### src/rtl/quad_pkg.sv
// Quadrature decoder shared definitions.
//   qdec_state_e : per-channel sequence tracker states
//   LED_UP/LED_DN: bit positions inside a channel's LED pair
//   AB_IDLE      : filtered {A,B} rest pattern (detent)
package quad_pkg;

    typedef enum logic [2:0] {
        S_IDLE,
        S_CW1,
        S_CW2,
        S_CW3,
        S_CCW1,
        S_CCW2,
        S_CCW3
    } qdec_state_e;

    localparam int LED_UP = 0;
    localparam int LED_DN = 1;

    localparam logic [1:0] AB_IDLE    = 2'b11;
    localparam logic [1:0] LED_PAT_UP = 2'(1 << LED_UP);
    localparam logic [1:0] LED_PAT_DN = 2'(1 << LED_DN);

endpackage

### src/rtl/quad_chan.sv
// One quadrature channel: synchroniser, glitch filter, step FSM,
// position counter, direction LEDs and sticky error flag.
// Ports:
//   clk, rst_n : clock, async active-low reset
//   a, b       : raw encoder phases (asynchronous)
//   clr        : synchronous clear of counter, LEDs and error
//   cnt        : position counter
//   led        : {down, up} indicator of the last step
//   err        : sticky illegal-transition flag (only with QDEC_ERR_EN)
//
// state  | meaning
// -------+-----------------------------------------------
// IDLE   | at detent, filtered {A,B} = 11
// CW1    | up sequence, saw 10
// CW2    | up sequence, saw 00
// CW3    | up sequence, saw 01; return to 11 is an up step
// CCW1   | down sequence, saw 01
// CCW2   | down sequence, saw 00
// CCW3   | down sequence, saw 10; return to 11 is a down step
module quad_chan
    import quad_pkg::*;
#(
    parameter int CNT_W    = 5,
    parameter int FILT_LEN = 2,
    parameter int WRAP     = 1
) (
    input  logic             clk,
    input  logic             rst_n,
    input  logic             a,
    input  logic             b,
    input  logic             clr,
    output logic [CNT_W-1:0] cnt,
    output logic [1:0]       led,
    output logic             err
);

    localparam logic [3:0]       FLEN    = 4'(FILT_LEN);
    localparam logic [CNT_W-1:0] CNT_MAX = '1;
    localparam logic [CNT_W-1:0] CNT_ONE = CNT_W'(1);

    // Bit 1 carries A, bit 0 carries B.
    logic [1:0]       sync1_q, sync2_q;
    logic [1:0]       filt_q, filt_d;
    logic [1:0]       ab_prev_q;
    logic [3:0]       fcnt_q [2];
    logic [3:0]       fcnt_d [2];
    qdec_state_e      state_q, state_d;
    logic             lock_q, lock_d;
    logic             step_up, step_dn;
    logic [1:0]       chg;
    logic [CNT_W-1:0] cnt_q, cnt_d;
    logic [1:0]       led_q, led_d;

    // Filter: the accepted bit follows the synchronised bit only after it
    // has differed for FILT_LEN consecutive samples.
    always_comb begin
        filt_d = filt_q;
        for (int i = 0; i < 2; i++) begin
            fcnt_d[i] = 4'd0;
            if (sync2_q[i] != filt_q[i]) begin
                if (fcnt_q[i] + 4'd1 >= FLEN) begin
                    filt_d[i] = sync2_q[i];
                end else begin
                    fcnt_d[i] = fcnt_q[i] + 4'd1;
                end
            end
        end
    end

    // The FSM looks at the change of the filtered pair relative to the
    // previous cycle, so a step lands on the counter one clock after the
    // filtered pair reaches 11.
    assign chg = filt_q ^ ab_prev_q;

    always_comb begin
        state_d = state_q;
        lock_d  = lock_q;
        step_up = 1'b0;
        step_dn = 1'b0;
        if (chg == 2'b11) begin
            // Both bits moved at once: direction unknown. Park until detent.
            if (filt_q == AB_IDLE) begin
                state_d = S_IDLE;
                lock_d  = 1'b0;
            end else begin
                lock_d  = 1'b1;
            end
        end else if (lock_q) begin
            if (filt_q == AB_IDLE) begin
                state_d = S_IDLE;
                lock_d  = 1'b0;
            end
        end else if (chg != 2'b00) begin
            unique case (state_q)
                S_IDLE: begin
                    if (filt_q == 2'b10)      state_d = S_CW1;
                    else if (filt_q == 2'b01) state_d = S_CCW1;
                end
                S_CW1: begin
                    if (filt_q == 2'b00)         state_d = S_CW2;
                    else if (filt_q == AB_IDLE)  state_d = S_IDLE;
                end
                S_CW2: begin
                    if (filt_q == 2'b01)      state_d = S_CW3;
                    else if (filt_q == 2'b10) state_d = S_CW1;
                end
                S_CW3: begin
                    if (filt_q == AB_IDLE) begin
                        state_d = S_IDLE;
                        step_up = 1'b1;
                    end else if (filt_q == 2'b00) begin
                        state_d = S_CW2;
                    end
                end
                S_CCW1: begin
                    if (filt_q == 2'b00)         state_d = S_CCW2;
                    else if (filt_q == AB_IDLE)  state_d = S_IDLE;
                end
                S_CCW2: begin
                    if (filt_q == 2'b10)      state_d = S_CCW3;
                    else if (filt_q == 2'b01) state_d = S_CCW1;
                end
                S_CCW3: begin
                    if (filt_q == AB_IDLE) begin
                        state_d = S_IDLE;
                        step_dn = 1'b1;
                    end else if (filt_q == 2'b00) begin
                        state_d = S_CCW2;
                    end
                end
                default: state_d = S_IDLE;
            endcase
        end
    end

    // Clear takes priority over a step landing on the same edge.
    always_comb begin
        cnt_d = cnt_q;
        led_d = led_q;
        if (clr) begin
            cnt_d = '0;
            led_d = '0;
        end else if (step_up) begin
            led_d = LED_PAT_UP;
            if (cnt_q != CNT_MAX || WRAP != 0) cnt_d = cnt_q + CNT_ONE;
        end else if (step_dn) begin
            led_d = LED_PAT_DN;
            if (cnt_q != '0 || WRAP != 0) cnt_d = cnt_q - CNT_ONE;
        end
    end

    always_ff @(posedge clk or negedge rst_n) begin
        if (!rst_n) begin
            sync1_q   <= 2'b11;
            sync2_q   <= 2'b11;
            filt_q    <= AB_IDLE;
            ab_prev_q <= AB_IDLE;
            for (int i = 0; i < 2; i++) fcnt_q[i] <= 4'd0;
            state_q   <= S_IDLE;
            lock_q    <= 1'b0;
            cnt_q     <= '0;
            led_q     <= '0;
        end else begin
            sync1_q   <= {a, b};
            sync2_q   <= sync1_q;
            filt_q    <= filt_d;
            ab_prev_q <= filt_q;
            for (int i = 0; i < 2; i++) fcnt_q[i] <= fcnt_d[i];
            state_q   <= state_d;
            lock_q    <= lock_d;
            cnt_q     <= cnt_d;
            led_q     <= led_d;
        end
    end

    assign cnt = cnt_q;
    assign led = led_q;

`ifdef QDEC_ERR_EN
    logic err_q;

    always_ff @(posedge clk or negedge rst_n) begin
        if (!rst_n) begin
            err_q <= 1'b0;
        end else if (clr) begin
            err_q <= 1'b0;
        end else if (chg == 2'b11) begin
            err_q <= 1'b1;
        end
    end

    assign err = err_q;
`else
    assign err = 1'b0;
`endif

endmodule

### src/rtl/quad_decoder.sv
// Multi-channel quadrature decoder.
// Optional sticky error flags are built only when QDEC_ERR_EN is defined;
// otherwise err is tied to 0.
// Ports:
//   clk, rst_n : clock, async active-low reset
//   A, B       : raw phases, one bit per channel
//   clr        : per-channel synchronous clear
//   EncOut     : packed counters, channel i at [i*CNT_W +: CNT_W]
//   LED        : LED[2i] last step up, LED[2i+1] last step down
//   err        : per-channel sticky illegal-transition flag
module quad_decoder
    import quad_pkg::*;
#(
    parameter int CHANNELS = 2,
    parameter int CNT_W    = 5,
    parameter int FILT_LEN = 2,
    parameter int WRAP     = 1
) (
    input  logic                      clk,
    input  logic                      rst_n,
    input  logic [CHANNELS-1:0]       A,
    input  logic [CHANNELS-1:0]       B,
    input  logic [CHANNELS-1:0]       clr,
    output logic [CHANNELS*CNT_W-1:0] EncOut,
    output logic [2*CHANNELS-1:0]     LED,
    output logic [CHANNELS-1:0]       err
);

    for (genvar i = 0; i < CHANNELS; i++) begin : g_chan
        quad_chan #(
            .CNT_W    (CNT_W),
            .FILT_LEN (FILT_LEN),
            .WRAP     (WRAP)
        ) u_chan (
            .clk   (clk),
            .rst_n (rst_n),
            .a     (A[i]),
            .b     (B[i]),
            .clr   (clr[i]),
            .cnt   (EncOut[i*CNT_W +: CNT_W]),
            .led   (LED[2*i +: 2]),
            .err   (err[i])
        );
    end

endmodule

### config.mk
export PLATFORM = sky130hd
export DESIGN_NAME = quad_decoder
export DESIGN_NICKNAME = d
export VERILOG_FILES = /design/src/rtl/quad_pkg.sv /design/src/rtl/quad_chan.sv /design/src/rtl/quad_decoder.sv
export SDC_FILE = /design/constraint.sdc
export NUM_CORES = 1
export LEC_CHECK = 0
export ABC_CLOCK_PERIOD_IN_PS = 8300
export CORE_ASPECT_RATIO = 0.8
export CORE_MARGIN = 1.5
export CORE_UTILIZATION = 25
export DETAILED_ROUTE_END_ITERATION = 6
export GPL_ROUTABILITY_DRIVEN = 0
export SLEW_MARGIN = 20
export SYNTH_ARGS = -nofsm -noshare
export SYNTH_HDL_FRONTEND = slang
export SYNTH_SLANG_ARGS = --single-unit
### constraint.sdc
create_clock -name clk -period 8.3 [get_ports clk]
set_input_delay 1.245 -clock clk [delete_from_list [all_inputs] [get_ports clk]]
set_output_delay 1.245 -clock clk [all_outputs]
set_load 0.02 [all_outputs]
# Word level (Yosys, flattened, before mapping)
# Cells that the tools add are included.
[word_totals]
ff_bits = 54
in_bits = 8
out_inout_bits = 16
[op_classes]
addsub = 8
n_lt_le_gt_ge = 4
n_eq_ne = 30
n_mux = 76
n_bitwise = 2
reduce_logical = 16
[op_table]
columns = ["op", "count"]
rows = [
  ["$mux W3", 30],
  ["$pmux W3 S7", 2],
  ["$mux W4", 8],
  ["$mux W5", 6],
  ["$ne A5 B1 Y1 const B", 6],
  ["$mux W1", 24],
  ["$eq A3 B3 Y1 const B", 6],
  ["$add A4 B1 Y4 const B", 4],
  ["$ge A4 B2 Y1 const B", 4],
  ["$eq A2 B2 Y1 const B", 6],
  ["$eq A3 B2 Y1 const B", 4],
  ["$mux W2", 6],
  ["$reduce_bool A3 Y1", 4],
  ["$add A5 B1 Y5 const B", 2],
  ["$sub A5 B1 Y5 const B", 2],
  ["$reduce_and A2 Y1", 4],
  ["$reduce_and A4 Y1", 2],
  ["$eq A3 B1 Y1 const B", 2],
  ["$logic_not A3 Y1", 2],
  ["$eq A2 B1 Y1 const B", 2],
  ["$logic_not A2 Y1", 2],
  ["$ne A1 B1 Y1", 4],
  ["$reduce_bool A2 Y1", 2],
  ["$xor A2 B2 Y2", 2],
]

# Longest topological paths before layout
[depth]
depth_word = 9
depth_mapped = 11

# Cells and area by module
# From an unflattened synthesis, not the netlist that was laid out.
[unflattened]
hier_cells = 284
area_unflattened_um2 = 3042.9
[by_module_without_submodules]
columns = ["module", "n_inst", "cells_per_inst", "area_per_inst_um2", "seq_area_each_um2"]
rows = [
  ["quad_chan at g_chan[1].u_chan", 1, 149, 1585.3, 685.7],
  ["quad_chan at g_chan[0].u_chan", 1, 135, 1457.6, 685.7],
]

# Worst setup path after synthesis
# OpenSTA, ideal clock, no wires.
[synth_path]
path_kind = "register to register"
start = "register g_chan[1].u_chan.filt_q[1]"
end = "register g_chan[1].u_chan.cnt_q[4]"
setup_time_ns = 0.077
t_arrival_ns = 2.609
path_slack_ns = 5.613
stages_incl_launch_ff = 12
path_buffers = 1
cell_sequence = "dfstp_2 > buf_4 > and2_1 > nand4b_1 > nor2_1 > nand2_1 > fa_1 > a21o_1 > a21oi_1 > mux2i_1 > or3_1 > a21oi_1"
[synth_via]
elab_chain_cells = 8
elab_cells_between_ends = 16
cone_classes = "2 x eq/ne; 11 x mux; 1 x bitwise; 2 x reduce/logical"
[synth_rtl]
columns = ["element", "line", "source"]
rows = [
  ["start, declared", "quad_chan.sv:43", "logic [1:0] filt_q, filt_d;"],
  ["start signal, assigned", "quad_chan.sv:166", "filt_q <= filt_d;"],
  ["$eq A2 B2 Y1", "quad_chan.sv:108, quad_chan.sv:124", ""],
  ["$mux W1", "quad_chan.sv:108, quad_chan.sv:124", ""],
  ["$mux W1", "quad_chan.sv:94", "unique case (state_q)"],
  ["$mux W1", "quad_chan.sv:93", "end else if (chg != 2'b00) begin"],
  ["$mux W1", "quad_chan.sv:88", "end else if (lock_q) begin"],
  ["$mux W1", "quad_chan.sv:80", "if (chg == 2'b11) begin"],
  ["$mux W5", "quad_chan.sv:143", "end else if (step_up) begin"],
  ["$mux W5", "quad_chan.sv:140", "if (clr) begin"],
  ["end signal, assigned", "quad_chan.sv:171", "cnt_q <= cnt_d;"],
  ["end, declared", "quad_chan.sv:51", "logic [CNT_W-1:0] cnt_q, cnt_d;"],
]
# Parallel ways exist; a longest one is shown, timed or not.
# A chain may end at the register's enable or synchronous reset.

# Final worst setup path
[layout_path]
start = "register g_chan[1].u_chan.filt_q[0]"
end = "register g_chan[1].u_chan.cnt_q[4]"
# Same word-level chain as after synthesis.

==> results.toml <==
[clocking]
clk_pin_slew_ns = 0.07
cts_max_level = 2
holdBufCountCts = 0
clock_path_buffers = 2
cts_tree = "built"
clock-root-buffer = "clkbuf_16"
cts_resized = 0
cts-buffers-inserted = 5
numClockSinks = 54
clock_latency_ns = 0.29
post-cts-setup-buffers = 0

[sta]
slew_violations = 0
hold_violations = 0
maxSlewHeadroom = 0.545
fmax_mhz = 338
setup_ws_ns = 5.34
worst_hold_slack_ns = 0.356
fin_crit_ns = 2.96
fin_tns_setup_ns = 0
period_share = 0.357
setup_violations = 0
tightest_slew_ns = 0.683
rsz0062_at_grt = "no"
worst_clock_skew_ns = 0.00419

[worst_setup_path]
cp_num_cells = 10
path_buf_inv = 0
crit_top_cell = "a21oi_1"
worstSetupEndpoint = "g_chan[1].u_chan.cnt[4]"
r2r-end = "g_chan[1].u_chan.cnt[4]"
worstPathRequired_ns = 8.51
cp_data_arrival_time_ns = 3.17
crit_start = "g_chan[1].u_chan.filt_q[0]"
slowest_delay_ns = 0.66
endpoint_kind = "flop"
start_kind = "flop"
crit_chain = "and2_1 -> nand4b_1 -> nor2_1 -> nand2_1 -> fa_1 -> a21o_1 -> a21oi_1 -> mux2i_1 -> or3_1 -> a21oi_1"
worstSetupPathType = "reg -> reg"
worst-r2r-cell-count = 10
crit_fanout = 13
r2r_start = "g_chan[1].u_chan.filt_q[0]"
reg2reg_slack_ns = 5.34
slowest_stage = "dfstp_2"
critPathTopFamily = "simple AND/OR/NAND/NOR gates"

[cells_and_area]
drive_above_1_share = 0.123
final_nets = 327
area_growth_pct = 19.5
multi_input_area_um2 = 1440
instances_no_fill = 446
final_core_util = 0.310
fin_area_um2 = 3420
diodes = 0
final-seq-area_um2 = 1370
num-fill-cells = 1099

[synth]
synthesis.area_um2 = 2860
synth_top_area_frac = 0.332
async_flop_share = 1.00
yosysWarnings = 0
synth_area_leaders = "dfrtp_1 (33%), dfstp_2 (15%), ha_1 (7.0%)"
ys.flop_type = "dfrtp_1"
avgSynthCellArea_um2 = 10.6
synth-seq-cells = 54
yosysTopAreaCell = "dfrtp_1"
ys_seq_area_frac = 0.479
synth.distinct_cells = 51
syn_inst = 271
synth_edf_count = 0

[global_route]
grt_pass1_vias = 1955
grtUsageTotal = 0.0926
grtUsageMet2 = 0.144
use_met3 = 0.0243
met1_usage = 0.127
grt_overflow_total = 0
grt_first_pass_wirelength_um = 8940
grt_max_degree = 55
antenna_found_initial = 0
top_usage_layer = "met2"

[flow_run]
drv_cap = 0

[drt]
drc = 0
post_drt_wl_per_cell_um = 11.4
vias = 2001
drt-total-wl_um = 5100
first_pass_iters = 4
route.antenna.remaining_nets = 0
avgViaCountPerCell = 4.49
drt_iter0_drc = 80

[pwr]
leakage_nw = 1.43
p_total_uw = 745
max-vdd-ir-drop_mv = 0.0802
power_density_nw_per_um2 = 218

[placed_design]
dp_hpwl_um = 3500
dp.cells = 438
postPlaceCellArea_um2 = 3240
portBuffers = 21
dpl_worst_slack_ns = 5.35

[die]
fp.dieW_um = 123
coreArea_um2 = 11000
rows = 34
die_area_um2 = 12100
io_pins = 24
start_util = 0.260
die_y_um = 98.7

[outcome]
status = "finished, final reports clean"

[min_path]
hold_path_class = "reg -> reg"
## cell families (layout without fill, tap and decap cells)
logic type               after synthesis  after routing  share of synthesized area
AND/OR/NAND/NOR                       76             76                      0.138
AO/OA/AOI/OAI                         63             63                      0.140
multiplexers                          10             10                     0.0367
buffers and inverters                 22             40                     0.0346
flip-flops                            54             54                      0.479
XOR/XNOR                              27             27                     0.0853
adder cells (fa/ha/maj)               18             18                     0.0840
other                                  1             14                    0.00131
## cell usage after synthesis (4+ instances only)
library cell / instances
xnor2_1: 10
a31oi_1: 7
or3b_1: 5
xor2_1: 16
o21ai_0: 15
nor3_1: 10
o21ai_1: 4
dfrtp_1: 38
buf_2: 4
clkbuf_1: 5
mux2_2: 4
ha_1: 16
mux2i_1: 6
inv_1: 10
a21oi_1: 14
nand3_1: 5
dfstp_2: 16
nand2_1: 14
nor2b_1: 5
nor2_1: 22
## cells in the final DEF (no fill, tap or decap), drive strengths merged, types with 3 or more instances in the layout
cell type	n
or3b	5
a21oi	16
mux2	4
nand3	5
a21o	3
dfstp	16
nand2	14
nor2	24
a31oi	7
nor3	10
xor2	17
a211oi	3
o21ai	19
mux2i	6
clkbuf	6
inv	11
ha	16
conb	14
xnor2	10
clkdlybuf4s50	20
nor2b	5
dfrtp	38
## power by group
| group | total (mW) | internal [mW] | switching, mW |
|---|---|---|---|
| combinational | 0.152 | 0.0710 | 0.0811 |
| sequential | 0.346 | 0.291 | 0.0544 |
| clock | 0.248 | 0.152 | 0.0957 |
## how the worst min path moves through the flow
stage / start / to / slack (ns) / depth (start not counted)
floorplan: g_chan[0].u_chan.sync1_q[0] / g_chan[0].u_chan.sync2_q[0] / 0.35 / 0
global placement: g_chan[1].u_chan.sync1_q[1] / g_chan[1].u_chan.sync2_q[1] / 0.35 / 0
detailed placement: g_chan[1].u_chan.sync1_q[1] / g_chan[1].u_chan.sync2_q[1] / 0.35 / 0
CTS: g_chan[0].u_chan.sync1_q[1] / g_chan[0].u_chan.sync2_q[1] / 0.36 / 0
global route: g_chan[0].u_chan.sync1_q[1] / g_chan[0].u_chan.sync2_q[1] / 0.36 / 0
finish: g_chan[1].u_chan.sync1_q[1] / g_chan[1].u_chan.sync2_q[1] / 0.36 / 0
## per-layer routing
layer	up-vias	part of all wire
li1	991	-
met1	961	0.50
met2	44	0.44
met3	5	0.043
met4	0	0.0096
met5	-	0
## worst register-to-register path, cell delays in order, from the launching register on
cell and delay [ns]:
dfstp_2 0.66, and2_1 0.26, nand4b_1 0.25, nor2_1 0.19
nand2_1 0.17, fa_1 0.45, a21o_1 0.19, a21oi_1 0.17
mux2i_1 0.10, or3_1 0.30, a21oi_1 0.14
## flip-flops by register name, summed over array words and instances, names as in the netlist
signal,cells
g_chan.u_chan.ab_prev_q,4
g_chan.u_chan.cnt,10
g_chan.u_chan.fcnt_q,16
g_chan.u_chan.filt_q,4
g_chan.u_chan.led,4
g_chan.u_chan.lock_q,2
g_chan.u_chan.state_q,6
g_chan.u_chan.sync1_q,4
g_chan.u_chan.sync2_q,4
## cell type report
cell class	count	share of cell area
clock buffer	6	0.0406
clock inverter	2	0.0113
inverter	10	0.0110
multi-input combinational	208	0.421
sequential	54	0.401
tap	144	0.0527
timing repair buffer	22	0.0622
(Power assumes the default switching activity.)
